<file path="src/rtl/sensor_hub_pkg.sv">
// rtl/sensor_hub_pkg.sv - shared FSM states, frame constants and checksum for the sensor hub
package sensor_hub_pkg;

   typedef enum logic [3:0] {
      IDLE,
      LOAD,
      HDR,
      HDR_HI,
      HDR_LO,
      DAT,
      DAT_HI,
      DAT_LO,
      CHK,
      CHK_HI,
      CHK_LO
   } sched_state_t;

   localparam int         FRAME_LEN        = 3;
   localparam logic [7:0] HDR_BASE_DEFAULT = 8'hA0;

   function automatic logic [7:0] frame_chk(input logic [7:0] hdr, input logic [7:0] sample);
      return hdr ^ sample;
   endfunction

endpackage

</file>
<file path="src/rtl/rr_arbiter.sv">
// rtl/rr_arbiter.sv - combinational round-robin arbiter, searches from last+1 upward (mod N)
module rr_arbiter #(
   parameter int  N  = 4,
   localparam int IW = $clog2(N)
) (
   input  logic [N-1:0]  req,
   input  logic [IW-1:0] last,
   input  logic          en,
   output logic          gnt_valid,
   output logic [IW-1:0] gnt_idx
);

   logic [N-1:0] rot;

   always_comb begin
      // rot[k] is the request of channel (last+1+k) mod N
      rot       = N'({req, req} >> (int'(last) + 1));
      gnt_valid = 1'b0;
      gnt_idx   = '0;
      for (int k = N - 1; k >= 0; k--) begin
         if (en && rot[k]) begin
            gnt_valid = 1'b1;
            gnt_idx   = IW'((int'(last) + 1 + k) % N);
         end
      end
   end

endmodule

</file>
<file path="src/rtl/sensor_tx_scheduler.sv">
// rtl/sensor_tx_scheduler.sv - shares one UART transmitter among N_CH sensor channels,
// sending header/sample/checksum frames over the tx_start/tx_busy handshake
module sensor_tx_scheduler
   import sensor_hub_pkg::*;
#(
   parameter int         N_CH     = 4,
   parameter logic [7:0] HDR_BASE = HDR_BASE_DEFAULT
) (
   input  logic              clk,
   input  logic              rst,
   input  logic              ena,
   input  logic [N_CH-1:0]   req,
   input  logic [N_CH*8-1:0] data,
   output logic [N_CH-1:0]   ack,
   output logic              tx_start,
   output logic [7:0]        tx_data,
   input  logic              tx_busy,
   output logic [2:0]        cur_ch,
   output logic              frame_done
);

   localparam int IW = $clog2(N_CH);

   sched_state_t  state_q, state_d;
   logic [IW-1:0] grant_q, grant_d;
   logic [IW-1:0] last_q, last_d;
   logic [2:0]    cur_ch_q, cur_ch_d;
   logic [7:0]    sample_q, sample_d;
   logic [7:0]    hdr_q, hdr_d;
   logic [7:0]    tx_data_q, tx_data_d;

   logic          gnt_valid;
   logic [IW-1:0] gnt_idx;

   rr_arbiter #(.N(N_CH)) u_arb (
      .req       (req),
      .last      (last_q),
      .en        (ena && (state_q == IDLE)),
      .gnt_valid (gnt_valid),
      .gnt_idx   (gnt_idx)
   );

   always_ff @(posedge clk or posedge rst) begin
      if (rst) begin
         state_q   <= IDLE;
         grant_q   <= '0;
         last_q    <= IW'(N_CH - 1);
         cur_ch_q  <= '0;
         sample_q  <= '0;
         hdr_q     <= '0;
         tx_data_q <= '0;
      end else begin
         state_q   <= state_d;
         grant_q   <= grant_d;
         last_q    <= last_d;
         cur_ch_q  <= cur_ch_d;
         sample_q  <= sample_d;
         hdr_q     <= hdr_d;
         tx_data_q <= tx_data_d;
      end
   end

   always_comb begin
      state_d    = state_q;
      grant_d    = grant_q;
      last_d     = last_q;
      cur_ch_d   = cur_ch_q;
      sample_d   = sample_q;
      hdr_d      = hdr_q;
      tx_data_d  = tx_data_q;
      ack        = '0;
      tx_start   = 1'b0;
      frame_done = 1'b0;
      // the byte being started is presented in the same cycle, then held in tx_data_q
      tx_data    = tx_data_q;

      case (state_q)
         IDLE: begin
            if (gnt_valid) begin
               grant_d = gnt_idx;
               state_d = LOAD;
            end
         end
         LOAD: begin
            for (int i = 0; i < N_CH; i++) begin
               if (grant_q == IW'(i)) begin
                  ack[i]   = 1'b1;
                  sample_d = data[8*i +: 8];
               end
            end
            cur_ch_d = 3'(grant_q);
            last_d   = grant_q;
            hdr_d    = HDR_BASE | 8'(grant_q);
            state_d  = HDR;
         end
         HDR, DAT, CHK: begin
            if (!tx_busy) begin
               tx_start = 1'b1;
               if (state_q == HDR) begin
                  tx_data = hdr_q;
                  state_d = HDR_HI;
               end else if (state_q == DAT) begin
                  tx_data = sample_q;
                  state_d = DAT_HI;
               end else begin
                  tx_data = frame_chk(hdr_q, sample_q);
                  state_d = CHK_HI;
               end
               tx_data_d = tx_data;
            end
         end
         HDR_HI: if (tx_busy) state_d = HDR_LO;
         DAT_HI: if (tx_busy) state_d = DAT_LO;
         CHK_HI: if (tx_busy) state_d = CHK_LO;
         HDR_LO: if (!tx_busy) state_d = DAT;
         DAT_LO: if (!tx_busy) state_d = CHK;
         CHK_LO: begin
            if (!tx_busy) begin
               frame_done = 1'b1;
               state_d    = IDLE;
            end
         end
         default: state_d = IDLE;
      endcase
   end

   assign cur_ch = cur_ch_q;

endmodule
</file>
<file path="config.mk">
export PLATFORM = sky130hd
export DESIGN_NAME = sensor_tx_scheduler
export DESIGN_NICKNAME = d
export VERILOG_FILES = /design/src/rtl/sensor_hub_pkg.sv /design/src/rtl/rr_arbiter.sv /design/src/rtl/sensor_tx_scheduler.sv
export SDC_FILE = /design/constraint.sdc
export NUM_CORES = 1
export LEC_CHECK = 0
export CORE_AREA = 2 2 67 69
export CTS_CLUSTER_SIZE = 14
export DETAILED_ROUTE_END_ITERATION = 7
export DIE_AREA = 0 0 69 71
export GPL_ROUTABILITY_DRIVEN = 0
export PLACE_DENSITY = 0.71
export SETUP_SLACK_MARGIN = 0.05
export SYNTH_ARGS = -nofsm -noshare
export SYNTH_HDL_FRONTEND = slang
export SYNTH_HIERARCHICAL = 1
export SYNTH_SLANG_ARGS = --single-unit
</file>
<file path="constraint.sdc">
create_clock -name clk -period 2.1 [get_ports clk]
set_clock_uncertainty 0.05 [all_clocks]
set_input_delay 0.315 -clock clk [delete_from_list [all_inputs] [get_ports clk]]
set_output_delay 0.315 -clock clk [all_outputs]
set_load 0.05 [all_outputs]
</file>
### Word-level counts from Yosys, hierarchy flattened

Cells that the tools add are included.

* input port bits: 40
* logic and storage cells: 81
* register bits after elaboration: 29

* equality and inequality tests: 21
* shifts and indexed selects: 1
* $add $sub $neg: 4
* muxes and demuxes: 35
* reductions and logical operators: 12
* bitwise logic cells: 1

Operator list (number)
* two-way mux 8 bit: 8
* two-way mux 4 bit: 11
* one-hot mux 4 bit (9 select lines): 1
* == test 4 x 3 -> 1 bit (second input constant): 4
* inequality test 2 bit (second input constant): 8
* == test 4 bit (second input constant): 3
* two-way mux 1 bit: 11
* == test 4 x 2 -> 1 bit (second input constant): 2
* two-way mux 2 bit: 4
* AND reduction 8 bit: 1
* right shift 8 x 3 -> 4 bit: 1
* XOR 8 bit: 1
* logical AND 1 bit: 5
* adder 2 bit (second input constant): 2
* == test 2 bit (second input constant): 2
* == test 4 x 1 -> 1 bit (second input constant): 1
* logical NOT 4 bit: 1
* AND reduction 2 bit: 2
* nonzero test 4 bit: 1
* adder 2 x 1 -> 3 bit (second input constant): 1
* OR reduction 3 bit: 1
* adder 2 x 1 -> 2 bit (second input constant): 1
* == test 2 x 1 -> 1 bit (second input constant): 1
* logical NOT 2 bit: 1

### Logic depth before layout (Yosys ltp)

* depth after elaboration: 9
* gate-level depth with buffers: 7

### Modules after synthesis

The synthesis kept the hierarchy.

By module, submodules not included
* sensor_tx_scheduler: sequential area each 678.2 µm², cells each 151, instances 1, area each 1521.5 µm²
* rr_arbiter: sequential area each 0.0 µm², cells each 16, instances 1, area each 107.6 µm²

### Worst setup path after synthesis

Ideal clock, no wire load.

* kind: register to output
* start: reg state_q[3]
* end: out tx_data[2]
* cell stages (with the launch flop): 6
* slack: -716 ps
* arrival time: 2451 ps
* cell sequence: dfrtp_1 -> buf_6 -> xnor2_1 -> or3_4 -> a21oi_4 -> mux2i_1

* word-level cells in the longest chain between the ends: 5

RTL lines
* from (decl): line sensor_tx_scheduler.sv:24 `sched_state_t state_q, state_d;`
* from (signal assigned): line sensor_tx_scheduler.sv:53 `state_q <= state_d;`
* == test 4 x 3 -> 1 bit: line sensor_tx_scheduler.sv:77, sensor_tx_scheduler.sv:102
* two-way mux 8 bit: line sensor_tx_scheduler.sv:102 `end else if (state_q == DAT) begin`
* two-way mux 8 bit: line sensor_tx_scheduler.sv:99 `if (state_q == HDR) begin`
* two-way mux 8 bit: line sensor_tx_scheduler.sv:97 `if (!tx_busy) begin`
* two-way mux 8 bit *: line sensor_tx_scheduler.sv:77 `case (state_q)`
* to (decl): line sensor_tx_scheduler.sv:16 `output logic [7:0] tx_data,`

Every way passes the cells marked *; elsewhere a longest branch is shown, timed or not.

### Final worst setup path

* start: reg state_q[1]
* end: out tx_data[5]

Same word-level chain as after synthesis.

==> flow_summary.json <==
{
  "drc": 0,
  "drtPass1Iterations": 4,
  "synth-xor-area-share_pct": 3.23,
  "grt_max_degree": 28,
  "crit_path_max_fanout": 9,
  "chipWidth_um": 69,
  "avgSynthCellArea_um2": 9.75,
  "fmax_mhz": 425,
  "syn_inst": 167,
  "dr.first_iter.drc_count": 32,
  "die_y_um": 71,
  "ios": 57,
  "arrival_ns": 1.99,
  "muxShareOfSynthArea_pct": 19.8,
  "setup_violations": 9,
  "worstMarginPinSlew_ns": 0.659,
  "worst_setup_path_end_kind": "primary output",
  "totalWireLength_mm": 3.65,
  "synthAdderAreaFrac_pct": 0,
  "antennaDiodeCount": 0,
  "yosysMostFrequentCell": "nand2_1",
  "synthFlopType": "dfrtp_1",
  "synth_compound_area_share_pct": 8.22,
  "yosysTopAreaCellShare_pct": 38.4,
  "yosysWarnings": 6,
  "viasPerCell": 4.93,
  "irDropWorstVdd_v": 0.000447,
  "cap_viol_max_count": 0,
  "grt_pass1_vias": 1374,
  "gr-total-overflow": 0,
  "clock-root-buffer": "clkbuf_8",
  "numCtsBuffers": 3,
  "synth_top_family_by_area": "simple AND/OR/NAND/NOR gates",
  "ys_seq_area_share_pct": 41.6,
  "required_ns": 1.74,
  "hold_slack_ns": 0.332,
  "detail-route-antenna-nets": 0,
  "synth_edf_count": 0,
  "drive_gt1_share_pct": 30.0,
  "vias": 1390,
  "fin_crit_sh_pct": 112,
  "violations": "negative setup slack",
  "relSlewSlack_pct": 56.1,
  "hold_class": "primary input to async pin",
  "coreArea_um2": 4200,
  "grt_setup_unrepaired": "true",
  "startpoint_type": "flip-flop",
  "final_core_util_pct": 62.8,
  "fill_cells": 349,
  "antenna_found_initial": 0,
  "final_max_slew_viol_count": 0,
  "r2r_setup_slack_ns": 0.10,
  "areaGrowthSynthToFinish_pct": 62.0,
  "syn-cell-area_um2": 1630,
  "port_buffers": 55,
  "routedWlPerCell_um": 12.9,
  "synth_cell_types": 39,
  "clk_pin_slew_ns": 0.09,
  "ys_seq_elements": 27,
  "final_hold_viol_count": 0,
  "netlist_top_cells_area": "dfrtp_1, nand2_1, mux4_2",
  "status": "finished with violations",
  "dp_hpwl_mm": 2.93,
  "min_period_ns": 2.35,
  "clock_sinks": 27,
  "clk_path_buf_depth": 2,
  "nets": 271,
  "num_rows": 24,
  "grt_pass1_wl_mm": 6.27,
  "powerDensity_nw_per_um2": 1400,
  "start_util_pct": 38.7,
  "fin_ws_ns": -0.251,
  "synth_area_leader_cell": "dfrtp_1",
  "path_class": "flip-flop to primary output",
  "synth_nets": 207,
  "htree_levels": 1,
  "tritoncts": "built",
  "yosys.area_share.simple_pct": 20.5,
  "grt_use_total_pct": 15.8,
  "p_leak_nw": 1.15,
  "synth_commonest_cells": "nand2_1, dfrtp_1, mux4_2, clkbuf_1, inv_1",
  "reg2regPathDepth": 7,
  "fp.dieArea_um2": 4900,
  "clk_latency_ns": 0.28,
  "async_reset_ff_share_pct": 100
}
## repair_timing
item | in CTS | in global routing
endpoints found under the setup margin | 12 | 17
hold endpoints to repair | 0 | 0
buffers inserted | 3 | 4
gates resized for setup | 1 | 12
hold buffers | 0 | 0
pin swaps | 0 | 5
## stage by stage
step           instances  power (mW)  worst slack [ns]  instance area [um2]  setup TNS [ns]
2_1_floorplan        167        2.33            -0.428                 1710           -4.56
3_5_place_dp         273        3.26            0.0700                 2500               0
3_3_place_gp         273        3.22            0.0981                 2500               0
6_report             282        3.68            -0.251                 2640           -1.81
5_1_grt              282        3.89            -0.291                 2640           -2.30
4_1_cts              280        3.62            -0.248                 2570           -2.03
## per-layer routing
metal	global-route usage (%)	vias up	part of all wire [%]
li1	-	690	-
met5	0	-	0
met3	2.14	5	3.3
met1	19.4	662	44
met2	28.3	33	51
met4	5.88	0	1.7
## cells in the final DEF (no fill, tap or decap), types with 3 or more instances in the layout
cell type and count:
clkdlybuf4s50_1 40, a21oi_1 4, buf_12 14, mux4_2 8, buf_4 17, xor2_1 4
nand3_1 4, nand2_1 49, inv_1 7, dfrtp_1 24, mux2_4 4, clkbuf_8 3
o22ai_1 3, o21ai_0 3, nand2b_1 5, mux2i_4 4
## flip-flops by register name, summed over array words and instances (netlist names)
register	flops
sample_q	8
hdr_q	3
state_q	4
tx_data_q	8
grant_q	2
last_q	2
## critical path: stages (launching register included)
cell	delay, ns
dfrtp_1	0.43
xnor2_1	0.14
or3_4	0.34
a21oi_4	0.15
buf_12	0.17
mux2_4	0.33
buf_12	0.15
## report_power, final
group	internal [mW]	leakage (nW)	total (mW)	switching, mW
registers	0.741	0.328	0.894	0.153
logic	1.24	0.796	2.49	1.24
clock network	0.135	0.0217	0.304	0.169
total	2.12	1.15	3.68	1.56
## final timing paths
kind	startpoint	endpoint
setup / recovery	state_q[1]	tx_data[5]
hold / removal	rst	state_q[2]
setup reg to reg	state_q[1]	state_q[0]
hold reg to reg	hdr_q[5]	hdr_q[5]
max in group asynchronous	rst	last_q[1]
min in group clk	hdr_q[5]	hdr_q[5]
## final cells by class
cell class | count | area [um2] | share of cell area (%)
multi-input combinational | 118 | 970 | 36.7
timing repair buffer | 73 | 846 | 32.1
sequential | 27 | 679 | 25.7
tap | 52 | 65.1 | 2.47
clock buffer | 3 | 41.3 | 1.56
inverter | 8 | 30.0 | 1.14
clock inverter | 1 | 7.51 | 0.284
## cell families (layout without fill, tap and decap cells)
kind of cell           Yosys count  after routing
AO/OA/AOI/OAI                   18             18
XOR/XNOR                         6              6
buffers and inverters           22             85
flip-flops                      27             27
multiplexers                    20             20
other                            1              1
AND/OR/NAND/NOR                 73             73
(Power assumes the default switching activity.)
